File: src/rtl/cpu_types_pkg.sv
// rtl/cpu_types_pkg.sv - shared widths, datapath types and MEM-stage state encoding
package cpu_types_pkg;
  localparam int WORD_W = 32;
  localparam int REG_AW = 5;
  localparam int CNT_W  = 16;

  typedef logic [WORD_W-1:0] word_t;
  typedef logic [REG_AW-1:0] regbits_t;

  typedef enum logic [1:0] {
    IDLE,
    WAIT,
    HALTED
  } mem_state_t;
endpackage

File: src/rtl/mem_req_fsm.sv
// rtl/mem_req_fsm.sv - dcache request sequencing, stall and commit decode for the MEM stage
module mem_req_fsm
  import cpu_types_pkg::*;
(
  input  logic i_clk,
  input  logic i_nrst,
  input  logic i_in_valid,
  input  logic i_ren,
  input  logic i_wen,
  input  logic i_halt,
  input  logic i_dhit,
  output logic o_ren,
  output logic o_wen,
  output logic o_stall,
  output logic o_commit,
  output logic o_halted
);
  mem_state_t r_state;
  mem_state_t w_next;
  logic       w_mem_op;

  assign w_mem_op = i_in_valid & (i_ren | i_wen);
  assign o_halted = (r_state == HALTED);

  always_comb begin
    w_next   = r_state;
    o_ren    = 1'b0;
    o_wen    = 1'b0;
    o_stall  = 1'b0;
    o_commit = 1'b0;
    // Reset low masks the request so an access in flight is dropped immediately.
    if (i_nrst) begin
      case (r_state)
        IDLE, WAIT: begin
          if (w_mem_op) begin
            o_wen = i_wen;
            o_ren = i_ren & ~i_wen;
            if (i_dhit) begin
              o_commit = 1'b1;
              w_next   = i_halt ? HALTED : IDLE;
            end else begin
              o_stall = 1'b1;
              w_next  = WAIT;
            end
          end else if (i_in_valid) begin
            o_commit = 1'b1;
            w_next   = i_halt ? HALTED : IDLE;
          end else begin
            w_next = IDLE;
          end
        end
        HALTED:  w_next = HALTED;
        default: w_next = IDLE;
      endcase
    end
  end

  always_ff @(posedge i_clk) begin
    if (!i_nrst) r_state <= IDLE;
    else         r_state <= w_next;
  end

  a_ren_wen_exclusive: assert property (@(posedge i_clk) disable iff (!i_nrst)
    !((r_state != HALTED) && i_in_valid && i_ren && i_wen));
endmodule

File: src/rtl/mem_access_stage.sv
// rtl/mem_access_stage.sv - MEM pipeline stage: dcache access, stall, MEM/WB register, halt and stall counter
module mem_access_stage
  import cpu_types_pkg::*;
(
  input  logic             CLK,
  input  logic             nRST,
  input  logic             in_valid,
  input  word_t            pcplus4_in,
  input  word_t            aluOut_in,
  input  word_t            rdat2_in,
  input  regbits_t         wsel_in,
  input  logic             MemToReg_in,
  input  logic             JType_in,
  input  logic             regWEN_in,
  input  logic             dMemREN_in,
  input  logic             dMemWEN_in,
  input  logic             Halt_in,
  input  logic             dhit,
  input  word_t            dmemload,
  output logic             dmemREN,
  output logic             dmemWEN,
  output word_t            dmemaddr,
  output word_t            dmemstore,
  output logic             mem_stall,
  output logic             wb_valid,
  output regbits_t         wb_wsel,
  output word_t            wb_wdat,
  output logic             wb_WEN,
  output logic             halt,
  output logic [CNT_W-1:0] stall_cycles
);
  logic             w_commit;
  word_t            w_wdat;
  logic             r_wb_valid;
  regbits_t         r_wb_wsel;
  word_t            r_wb_wdat;
  logic             r_wb_wen;
  logic [CNT_W-1:0] r_stall_cnt;

  mem_req_fsm u_fsm (
    .i_clk      (CLK),
    .i_nrst     (nRST),
    .i_in_valid (in_valid),
    .i_ren      (dMemREN_in),
    .i_wen      (dMemWEN_in),
    .i_halt     (Halt_in),
    .i_dhit     (dhit),
    .o_ren      (dmemREN),
    .o_wen      (dmemWEN),
    .o_stall    (mem_stall),
    .o_commit   (w_commit),
    .o_halted   (halt)
  );

  assign dmemaddr  = aluOut_in;
  assign dmemstore = rdat2_in;
  assign w_wdat    = MemToReg_in ? dmemload : (JType_in ? pcplus4_in : aluOut_in);

  always_ff @(posedge CLK) begin
    if (!nRST) begin
      r_wb_valid <= 1'b0;
      r_wb_wsel  <= '0;
      r_wb_wdat  <= '0;
      r_wb_wen   <= 1'b0;
    end else begin
      r_wb_valid <= w_commit;
      r_wb_wen   <= w_commit & regWEN_in & in_valid;
      if (w_commit) begin
        r_wb_wsel <= wsel_in;
        r_wb_wdat <= w_wdat;
      end
    end
  end

  // Saturates rather than wraps so long stalls stay visible as all-ones.
  always_ff @(posedge CLK) begin
    if (!nRST)                                r_stall_cnt <= '0;
    else if (mem_stall && (r_stall_cnt != '1)) r_stall_cnt <= r_stall_cnt + CNT_W'(1);
  end

  assign wb_valid     = r_wb_valid;
  assign wb_wsel      = r_wb_wsel;
  assign wb_wdat      = r_wb_wdat;
  assign wb_WEN       = r_wb_wen;
  assign stall_cycles = r_stall_cnt;
endmodule

File: config.mk
export PLATFORM = sky130hd
export DESIGN_NAME = mem_access_stage
export DESIGN_NICKNAME = d
export VERILOG_FILES = /design/src/rtl/cpu_types_pkg.sv /design/src/rtl/mem_req_fsm.sv /design/src/rtl/mem_access_stage.sv
export SDC_FILE = /design/constraint.sdc
export NUM_CORES = 1
export LEC_CHECK = 0
export CAP_MARGIN = 30
export CORE_MARGIN = 2
export CORE_UTILIZATION = 33
export DETAILED_ROUTE_END_ITERATION = 16
export PLACE_DENSITY = 0.81
export SLEW_MARGIN = 20
export SYNTH_ARGS = -nofsm -noshare
export SYNTH_HDL_FRONTEND = slang
export SYNTH_SLANG_ARGS = --single-unit
File: constraint.sdc
create_clock -name CLK -period 2.45 [get_ports CLK]
set_input_delay 0.6125 -clock CLK [delete_from_list [all_inputs] [get_ports CLK]]
set_output_delay 0.6125 -clock CLK [all_outputs]
set_load 0.02 [all_outputs]
Yosys cells after proc, flatten, opt, wreduce, memory -nomap -nowiden
Cells that the tools add are included.
{"block": "classes", "addsub": 1, "eq_ne": 3, "n_reduce_logical": 3, "bitwise_logic": 6, "n_mux": 22}
{"operator": "32-bit two-way mux", "count": 2}
{"operator": "16-bit by 1-bit adder with 16-bit output (second input constant)", "count": 1}
{"operator": "16-bit != test (second input constant)", "count": 1}
{"operator": "1-bit two-way mux", "count": 15}
{"operator": "2-bit two-way mux", "count": 4}
{"operator": "1-bit bitwise AND", "count": 4}
{"operator": "2-bit one-hot mux with 2 select lines", "count": 1}
{"operator": "2-bit by 1-bit == test with 1-bit output (second input constant)", "count": 1}
{"operator": "2-bit == test (second input constant)", "count": 1}
{"operator": "2-bit zero test", "count": 1}
{"operator": "2-bit OR reduction", "count": 1}
{"operator": "1-bit logical AND", "count": 1}
{"operator": "1-bit inverter", "count": 1}
{"operator": "1-bit bitwise OR", "count": 1}
{"block": "word_totals", "input_bits": 143, "output_inout_bits": 123, "regBits": 57}

Logic depth before layout (Yosys ltp)
{"block": "depth", "ltp_word": 7, "depth_mapped": 7, "depth_no_buf": 6}

By module
A second synthesis with hierarchy kept.
{"block": "hier_totals", "cells_unflattened": 405, "hier_area_um2": 3419.5}
{"module": "mem_access_stage", "seq_area_each_um2": 1101.1, "area_each_um2": 3288.2, "cells_each": 391, "instances": 1}
{"module": "mem_req_fsm", "seq_area_each_um2": 40.0, "area_each_um2": 131.4, "cells_each": 14, "instances": 1}

Worst setup path after synthesis
OpenSTA, ideal clock, no wires.
{"block": "synth_timing", "path_kind": "input port to output port", "from": "in nRST", "to": "out dmemREN", "path_stages": 3, "setup_slack_ns": 0.390, "required_ns": 1.837, "arrival_time_ns": 1.447, "path_cell_list": "buf_4 nand3b_2 nor3b_1"}
{"block": "synth_between", "elab_chain_len": 1}
{"element": "start: declaration", "line_no": "mem_access_stage.sv:6", "rtl": "input logic nRST,"}
{"element": "1-bit two-way mux", "line_no": "mem_req_fsm.sv:32", "rtl": "if (i_nrst) begin"}
{"element": "end: declaration", "line_no": "mem_access_stage.sv:20", "rtl": "output logic dmemREN,"}
Every way passes these cells.

Final worst setup path
{"block": "layout_timing", "from": "in in_valid", "to": "out dmemREN"}
{"block": "layout_between", "elab_chain_len": 4}
{"element": "start: declaration", "line_no": "mem_access_stage.sv:7", "rtl": "input logic in_valid,"}
{"element": "1-bit bitwise AND", "line_no": "mem_req_fsm.sv:22", "rtl": "assign w_mem_op = i_in_valid & (i_ren | i_wen);"}
{"element": "1-bit two-way mux", "line_no": "mem_req_fsm.sv:35", "rtl": "if (w_mem_op) begin"}
{"element": "1-bit two-way mux", "line_no": "mem_req_fsm.sv:33", "rtl": "case (r_state)"}
{"element": "1-bit two-way mux", "line_no": "mem_req_fsm.sv:32"}
Every way passes these cells.

==> metrics.yaml <==
synthCells: 409
layout-drive-gt1-share: 0.06740
highest_layer: "met4"
track_usage: 0.1803
fin_crit_ns: 2.402
cts_setup_buffers: 0
grt_max_degree: 46
power_leakage_nw: 2.015
die_w_um: 103.4
grt_pass1_wl_mm: 14.99
netlist_top_cells_area: "dfxtp_1 (35%), buf_4 (15%), mux2i_1 (12%)"
route.met2.wl_mm: 5.118
final_cells: 682
vias_per_cell: 4.688
netlist.area_leader.share: 0.3497
synth_nets: 553
fmax_mhz: 416.3
vdd_drop_max_uv: 225.1
combPwrFrac: 0.266
maxCapViolations: 0
placementRows: 36
final_nets: 688
place_inst: 666
cts_buffers: 9
min_from: "wb_wdat[19]"
required_ns: 1.84
fin_hold_ws_ns: 0.4546
synth.distinct_cells: 35
min_period_over_period: 0.9804
synthArstFlopShare: 0
hold_viol: 0
final.setup.tns_ns: 0
tightest_slew_ns: 0.5542
crit_start: "in_valid"
firstDrtPassIters: 4
hp-class: "reg -> reg"
drc_errors: 0
overflow: 0
h-tree-depth: 3
ant_nets: 0
gp_congestion: 0.8674
wl_met3_um: 653
relSlewSlack: 0.6209
critPathKind: "in -> out"
p_sw_frac: 0.2770
synth.yosys.seq_area_share: 0.3497
clkPwrFrac: 0.322
status: "complete, no violations"
drt-total-wl_mm: 9.712
power.internal_mw: 1.746
worst_setup_path_start_kind: "input port"
reg2reg_from: "stall_cycles[0]"
finalSetupViolCount: 0
core_area_um2: 9684
synth_edf_count: 0
final_common_cell: "clkdlybuf4s50_1"
die_area_um2: 10700
clock_tree.buffer_depth: 2
finClkSkew_ns: 0.01276
vias: 3197
arrival_ns: 1.79
antenna_found_initial: 0
end_kind: "output port"
switching_power_mw: 0.6690
die_h_um: 103.4
final_cell_mix: "clkdlybuf4s50_1 (195), dfxtp_1 (57), nor2_1 (50)"
port-buffer-count: 201
cts.sinks: 57
final_cell_area_um2: 5135
cts_root_buf: "clkbuf_8"
start_util: 0.3370
fin_util: 0.5302
power_density_nw_per_um2: 470.3
boundaryPins: 266
synth_area_per_cell_um2: 7.978
diodes: 0
rsz0062_at_grt: "no"
synth-main-ff-cell: "dfxtp_1"
cp_max_fo: 3
drv_slew: 0
grt_pass1_vias: 3180
seqPwrFrac: 0.412
dp_hpwl_mm: 7.788
area_delta_synth_final_pct: 57.36
place_area_um2: 4961
synth_top_area_cell: "dfxtp_1"
worst_slack_ns: 0.04802
first_iter_violations: 87
cts_tree: "done"
path_clk_slew_ns: 0.06
synth-seq-cells: 57
insertion_delay_ns: 0.33
wl_per_cell_um: 14.24
pre_cts_ws_ns: -0.3071
yosys_warnings: 0
power_mw: 2.415
wl_met1_mm: 3.751
syn_area_um2: 3263
[flip-flops by register name (all words and copies together) (netlist names)]
name / flops
wb_wdat: 32
wb_WEN: 1
stall_cycles: 16
u_fsm.r_state: 2
wb_valid: 1
wb_wsel: 5
[timing repair]
action | 4_1_cts | 5_1_grt
endpoints found under the setup margin | 3 | 1
hold buffers | 0 | 0
resized for setup | 6 | 1
[power groups by stage]
stage	Sequential (mW)	Clock, mW	Combinational [mW]
floorplan	1.07	0	0.322
global placement	1.01	0	0.636
detailed placement	1.02	0	0.647
CTS	0.996	0.806	0.648
global route	1.00	0.841	0.689
finish	0.996	0.778	0.642
[synthesized netlist by cell type (3+ instances only)]
cell,instances
buf_2,4
xnor2_1,3
clkbuf_1,13
and3_1,6
xor2_1,6
a21oi_1,32
inv_1,3
o21ai_1,32
mux2i_1,38
nand3_1,44
dfxtp_1,57
buf_1,7
nand2_1,19
nand4_1,6
nor2_1,50
buf_4,65
[metal layers]
metal / vias to the layer above / global-route usage
li1: 1618 / -
met2: 142 / 0.3290
met5: - / 0
met1: 1416 / 0.1968
met4: 0 / 0.07287
met3: 21 / 0.04839
[cell families after synthesis]
| logic type | Yosys count | synth area share |
|---|---|---|
| and+or+nand+nor | 139 | 0.2032 |
| buffers and inverters | 93 | 0.1833 |
| AOI/OAI and AO/OA | 72 | 0.1192 |
| DFF | 57 | 0.3497 |
| muxes | 38 | 0.1166 |
| xor gates and xnor gates | 9 | 0.02416 |
| adders and majority gates | 1 | 0.003834 |
[layout make-up]
class	count	area, µm²
sequential	57	1141
clock buffer	13	158.9
timing repair buffer	213	2112
fill	900	4549
multi-input combinational	259	1526
clock inverter	3	15.01
inverter	4	15.01
tap	133	166.4
[critical path, stage by stage]
cell	delay, ns
clkdlybuf4s50_1	0.51
nand3b_2	0.11
nor3b_1	0.25
clkdlybuf4s15_2	0.30
[worst paths after layout]
| kind | to | slack [ns] | cells past startpoint |
|---|---|---|---|
| setup / recovery | dmemREN | 0.05 | 4 |
| hold / removal | wb_wdat[19] | 0.45 | 2 |
| setup reg to reg | stall_cycles[13] | 0.45 | 6 |
| hold reg to reg | wb_wdat[19] | 0.45 | 2 |
No activity file was read; power rests on OpenSTA's default activity.
